### src/rtl/sp_ram_arbiter.sv
// Two-requester round-robin arbiter in front of a single-port RAM.
// Optionally holds off all access while the RAM zeroes itself after reset.
`timescale 1ns/1ps
module sp_ram_arbiter #(
   parameter int unsigned ADDR_WIDTH           = 6,
   parameter int unsigned DATA_WIDTH           = 32,
   parameter bit          INIT_MEMORY_ON_RESET = 1'b0
) (
   input  logic                    clk,
   input  logic                    rst_n,
   input  logic [1:0]              req_valid,
   output logic [1:0]              req_ready,
   input  logic [1:0]              req_we,
   input  logic [2*ADDR_WIDTH-1:0] req_addr,
   input  logic [2*DATA_WIDTH-1:0] req_wdata,
   input  logic [2*DATA_WIDTH-1:0] req_wmask,
   output logic [1:0]              rsp_valid,
   output logic [DATA_WIDTH-1:0]   rsp_rdata,
   output logic                    init_busy,
   output logic                    ram_clk_en,
   output logic                    ram_rdw_en,
   output logic [ADDR_WIDTH-1:0]   ram_addr,
   output logic [DATA_WIDTH-1:0]   ram_data_in,
   output logic [DATA_WIDTH-1:0]   ram_data_mask_in,
   input  logic [DATA_WIDTH-1:0]   ram_data_out
);

   typedef enum logic {StInit, StRun} state_e;

   localparam state_e                  ResetState = INIT_MEMORY_ON_RESET ? StInit : StRun;
   localparam logic [ADDR_WIDTH-1:0]   CntLast    = '1;

   state_e                  state_q, state_d;
   logic [ADDR_WIDTH-1:0]   cnt_q, cnt_d;
   logic                    prio_q, prio_d;   // 1 = requester 1 wins a tie
   logic [1:0]              rsp_valid_q, rsp_valid_d;
   logic [1:0]              grant;

   always_comb begin
      state_d          = state_q;
      cnt_d            = cnt_q;
      prio_d           = prio_q;
      rsp_valid_d      = '0;
      grant            = '0;
      ram_clk_en       = 1'b0;
      ram_rdw_en       = 1'b0;
      ram_addr         = '0;
      ram_data_in      = '0;
      ram_data_mask_in = '0;

      if (state_q == StInit) begin
         cnt_d = cnt_q + 1'b1;
         if (cnt_q == CntLast) begin
            state_d = StRun;
            cnt_d   = '0;
         end
      end else begin
         if (req_valid[0] && (!req_valid[1] || !prio_q)) begin
            grant = 2'b01;
         end else if (req_valid[1]) begin
            grant = 2'b10;
         end
      end

      // Outputs must read as idle for the whole reset cycle, not only after the edge.
      if (!rst_n) begin
         grant = '0;
      end

      if (grant[1]) begin
         ram_clk_en       = 1'b1;
         ram_rdw_en       = req_we[1];
         ram_addr         = req_addr[2*ADDR_WIDTH-1:ADDR_WIDTH];
         ram_data_in      = req_wdata[2*DATA_WIDTH-1:DATA_WIDTH];
         ram_data_mask_in = req_wmask[2*DATA_WIDTH-1:DATA_WIDTH];
         prio_d           = 1'b0;
      end else if (grant[0]) begin
         ram_clk_en       = 1'b1;
         ram_rdw_en       = req_we[0];
         ram_addr         = req_addr[ADDR_WIDTH-1:0];
         ram_data_in      = req_wdata[DATA_WIDTH-1:0];
         ram_data_mask_in = req_wmask[DATA_WIDTH-1:0];
         prio_d           = 1'b1;
      end

      rsp_valid_d = grant & ~req_we;
   end

   always_ff @(posedge clk) begin
      if (!rst_n) begin
         state_q     <= ResetState;
         cnt_q       <= '0;
         prio_q      <= 1'b0;
         rsp_valid_q <= '0;
      end else begin
         state_q     <= state_d;
         cnt_q       <= cnt_d;
         prio_q      <= prio_d;
         rsp_valid_q <= rsp_valid_d;
      end
   end

   assign req_ready = grant;
   assign rsp_valid = rsp_valid_q & {2{rst_n}};
   assign rsp_rdata = (|rsp_valid) ? ram_data_out : '0;
   assign init_busy = rst_n ? (state_q == StInit) : INIT_MEMORY_ON_RESET;

endmodule
### config.mk
export PLATFORM = sky130hd
export DESIGN_NAME = sp_ram_arbiter
export DESIGN_NICKNAME = d
export VERILOG_FILES = /design/src/rtl/sp_ram_arbiter.sv
export SDC_FILE = /design/constraint.sdc
export NUM_CORES = 1
export LEC_CHECK = 0
export CORE_AREA = 2 2 113 115
export CTS_CLUSTER_SIZE = 28
export DETAILED_ROUTE_END_ITERATION = 8
export DIE_AREA = 0 0 115 117
export SLEW_MARGIN = 20
export SYNTH_ARGS = -nofsm -noshare
export SYNTH_HDL_FRONTEND = slang
export SYNTH_SLANG_ARGS = --single-unit
### constraint.sdc
create_clock -name clk -period 2.55 [get_ports clk]
set_clock_uncertainty 0.2 [all_clocks]
set_input_delay 0.51 -clock clk [delete_from_list [all_inputs] [get_ports clk]]
set_output_delay 0.51 -clock clk [all_outputs]
set_load 0.03 [all_outputs]
* Yosys cells after proc, flatten, opt, wreduce, memory -nomap -nowiden *
Cells that the tools add are included.

cells by class
  add/sub/neg operators = 1
  $mul = 0
  div/mod/pow operators = 0
  order comparisons = 0
  equality and inequality tests = 1
  shift-type cells = 0
  muxes and demuxes = 18
  bitwise logic cells = 5
  reductions and logical operators = 7

operators with widths
  kind                                          count
  2-to-1 mux 32 bit                             5
  2-to-1 mux 6 bit                              3
  2-to-1 mux 2 bit                              4
  adder 6 x 1 -> 6 bit (second input constant)  1
  == test 6 bit (second input constant)         1
  2-to-1 mux 1 bit                              6
  OR reduction 2 bit                            3
  AND 2 bit                                     2
  zero test 1 bit                               2
  inverter 1 bit                                2
  inverter 2 bit                                1
  logical AND 1 bit                             1
  logical OR 1 bit                              1

storage, ports and cells
  register bits after elaboration = 10
  latch bits = 0
  memory bits (writable) = 0
  memory bits (read-only) = 0
  bits of input ports = 178
  logic and storage cells = 36
  memories kept = 0

* Longest topological paths before layout *
  depth in word-level cells = 8
  mapped depth = 6
  mapped depth without buffers = 4

* Least setup slack after synthesis *
Ideal clock, no wire load.

  path kind = input -> output
  from = in rst_n
  to = out ram_addr[0]
  arrival time = 1,341 ps
  path slack = 499 ps
  stages on the path = 4
  path buffers = 1
  cells stage by stage = nand3_1 > a21oi_2 > buf_2 > a22o_1

on the way
  elaborated cells between the ends (all ways) = 3

RTL lines
  item                    RTL line  RTL
  from (decl)             10        input logic rst_n,
  2-to-1 mux 2 bit        66        if (!rst_n) begin
  named net req_ready[1]  12        output logic [1:0] req_ready,
  2-to-1 mux 6 bit        70        if (grant[1]) begin
  to (decl)               22        output logic [ADDR_WIDTH-1:0] ram_addr,

The timed path passes the listed nets, and every way through them passes these cells.

* Final worst setup path *
  from = in req_valid[0]
  to = out ram_data_mask_in[13]

on the way
  word-level cells in the longest chain between the ends = 6

ends and longest elaborated chain
  item                 RTL line  RTL
  from (decl)          11        input logic [1:0] req_valid,
  logical AND 1 bit *  58        if (req_valid[0] && (!req_valid[1] || !prio_q)) begin
  2-to-1 mux 2 bit *   58
  2-to-1 mux 2 bit *   51        if (state_q == StInit) begin
  2-to-1 mux 2 bit *   66
  2-to-1 mux 32 bit    77        end else if (grant[0]) begin
  2-to-1 mux 32 bit *  70
  to (decl)            24        output logic [DATA_WIDTH-1:0] ram_data_mask_in,

Mark *: on every way between the ends. The rest lies on a longest branch, timed or not.

==> metrics.md <==
| Metric | Value |
|---|---|
| Vias in the first global route | `2,384` |
| Worst path cell trace | `dlygate4sd2_1, buf_4, a21oi_4, buf_12, bufbuf_16, a22o_1, buf_6` |
| Ys Warns | `0` |
| R2R Setup Slk | `0.99 ns` |
| Yosys reg bits | `10` |
| Reg-to-Reg End | `rsp_valid_q[1]` |
| Chip width | `115 um` |
| Syn_area_per_cell | `8.48 um2` |
| Total stage count of the critical path | `7` |
| CP max-delay cell | `bufbuf_16` |
| FMAX | `400 MHz` |
| CP required | `1.84 ns` |
| DR vias | `2,591` |
| # clock sinks | `10` |
| RR Startpoint | `state_q` |
| Critical path capture point type | `primary output` |
| VDD IR max | `0.000140 V` |
| Crit path DAT | `1.79 ns` |
| Final hold viol count | `0` |
| Htree depth | `1` |
| Die height | `117 um` |
| Worst Setup SP | `req_valid[0]` |
| Root Driver | `clkbuf_16` |
| Die area | `13,500 um2` |
| Slew Viols, Final | `0` |
| First-pass GRT wire length | `14,100 um` |
| Share of cells above drive strength 1 | `29.7%` |
| Worst Setup Start Kind | `input port` |
| PnR Total Power | `1350 uW` |
| Via density | `4.23` |
| Sequential-to-total area share from yosys stat | `13.7%` |
| Lkg Pwr | `0.00203 uW` |
| DP Wirelength | `8970 um` |
| Fin worst setup slack | `0.0526 ns` |
| Max-cap violations | `0` |
| Slew @ Worst Pin | `0.252 ns` |
| GRT Overall Usage | `14.0%` |
| Most frequent cells in the layout | `clkdlybuf4s50_1 (174), buf_4 (101), a22o_1 (71)` |
| Pwr dens | `293 nW/um2` |
| I/O pins | `287` |
| Crit share post-route | `97.9%` |
| Area grow syn2layout | `214%` |
| Crit Path Max Fanout | `15` |
| Fillers | `1,235` |
| Max incr delay on CP | `0.28 ns` |
| Routed Wire Length | `10,900 um` |
| Initial Utilization | `11.9%` |
| Max_slew headroom | `83.2%` |
| Worst hold path type | `reg -> reg` |
| Core region area | `12,300 um2` |
| Drt first pass iters | `4` |
| Nets | `638` |
| Port-buffer cells | `286` |
| Total grt overflow | `0` |
| WS Path Type | `in -> out` |
| ANT nets after route | `0` |
| Hold Slack | `0.327 ns` |
| Setup WS pre-CTS | `-0.163 ns` |
| Largest net degree at the start of global routing | `33` |
| Clock Latency Late Sink | `0.24 ns` |
| Initial antenna violation count | `6` |
| Count of buffer and inverter cells on the critical path | `5` |
| Final setup violating endpoints | `0` |
| Clk pin slew, worst setup/hold paths | `0.04 ns` |
| Top delay family on crit path | `buffers and inverters` |
| Drt wl/cell | `17.8 um` |
| RSZ-0062 raised after global routing | `true` |
| Leading cell type in the layout, fill and taps excluded | `clkdlybuf4s50_1` |
| Worst setup path end | `ram_data_mask_in[13]` |
| Worst-case reg-to-reg path depth | `5` |
| TritonCTS Buffers | `3` |
| Synth unique cells | `27` |
| Min cycle time layout | `2.50 ns` |
| Max clock buf depth | `2` |
| Detailed Route Iter0 Violations | `69` |
| CTS tree | `built` |
| Worst Hold Path Cells | `2` |
| Status | `complete, no violations` |
| RePlAce Congestion | `0.806` |
| Synth Instances | `173` |
| Post-synth design cell area | `1470 um2` |
| Finished Core Util | `37.3%` |
| Mapped Nets | `352` |
| # hold bufs at CTS | `0` |
| DRC viols | `0` |
| Std-Cell Rows | `41` |
[how the worst min path moves through the flow]
stage | startpoint | end
CTS | cnt_q[5] | cnt_q[5]
finish | cnt_q[5] | cnt_q[5]
global placement | cnt_q[5] | cnt_q[5]
global route | cnt_q[5] | cnt_q[5]
detailed placement | cnt_q[5] | cnt_q[5]
floorplan | cnt_q[5] | cnt_q[5]
[cell usage after synthesis]
cell | instances | share of area [%]
buf_2 | 2 | 0.68
buf_6 | 14 | 11
xnor2_1 | 1 | 0.60
inv_1 | 1 | 0.26
ha_1 | 1 | 0.85
nand2_1 | 3 | 0.77
nor2_1 | 8 | 2.0
and2_1 | 34 | 15
clkbuf_1 | 3 | 0.77
nand4b_4 | 1 | 1.6
a31oi_1 | 1 | 0.43
xor2_1 | 3 | 1.8
a22o_1 | 71 | 42
a311oi_1 | 1 | 0.60
nand3_1 | 4 | 1.4
a21oi_1 | 1 | 0.34
mux2i_1 | 1 | 0.68
a21oi_2 | 2 | 1.2
inv_2 | 1 | 0.26
dfxtp_1 | 10 | 14
o21ai_0 | 2 | 0.68
nand4b_1 | 1 | 0.60
buf_4 | 1 | 0.51
nand3b_1 | 1 | 0.51
or3_1 | 1 | 0.43
nor2b_1 | 3 | 1.3
or2_2 | 1 | 0.43
[layer usage]
layer / vias to the layer above / track usage (%) / part of all wire (%)
met2: 141 / 22.9 / 47
met4: 4 / 2.81 / 0.89
met5: - / 0 / 0.24
met3: 10 / 6.64 / 12
li1: 1239 / - / -
met1: 1197 / 16.9 / 40
[flip-flops by register name, indices dropped and copies added, names as in the netlist]
signal / flops
cnt_q: 6
prio_q: 1
rsp_valid_q: 2
state_q: 1
[area by class of cell]
cell class	instances	area (um2)	area share, %
diodes	4	10.0	0.218
clock buffers	4	88.8	1.93
well taps	150	188	4.08
repair buffers	301	3010	65.4
inverters	2	7.51	0.163
flip-flops and latches	10	201	4.38
multi-input cells	141	1100	23.9
[what timing repair did]
item	CTS	global route
resized for setup	9	3
setup endpoints to repair	104	66
pin swaps	0	1
buffers inserted	3	0
gates cloned	3	0
[worst register-to-register path: cells and delay by family (launching register included)]
family,cells,cell delay (ns)
buffers and inverters,2,0.42
AO/OA/AOI/OAI,1,0.15
flip-flops,1,0.45
AND/OR/NAND/NOR,2,0.26
[kinds of logic (layout without fill, tap and decap cells)]
kind of cell,Yosys count,count (layout),share of synthesized area (%)
mux,1,1,0.683
buf+inv,22,307,13.2
fa+ha+maj,1,1,0.853
flops,10,10,13.7
xor+xnor,4,4,2.39
other cells,0,4,0
simple gates,57,57,23.6
compound gates,78,78,45.6
[report_power, final]
group	total, uW	switching [uW]	internal, uW
Sequential	165	3.99	161
Clock	317	80.9	237
Combinational	864	373	491
[stage by stage]
stage                     instances  area, um2  TNS [ns]
after floorplan                 173       1470         0
after global placement          598       4330     -5.80
after detailed placement        598       4330     -8.58
after CTS                       608       4580         0
after global routing            609       4590  -0.00143
final                           612       4600         0
(Power assumes the default switching activity.)
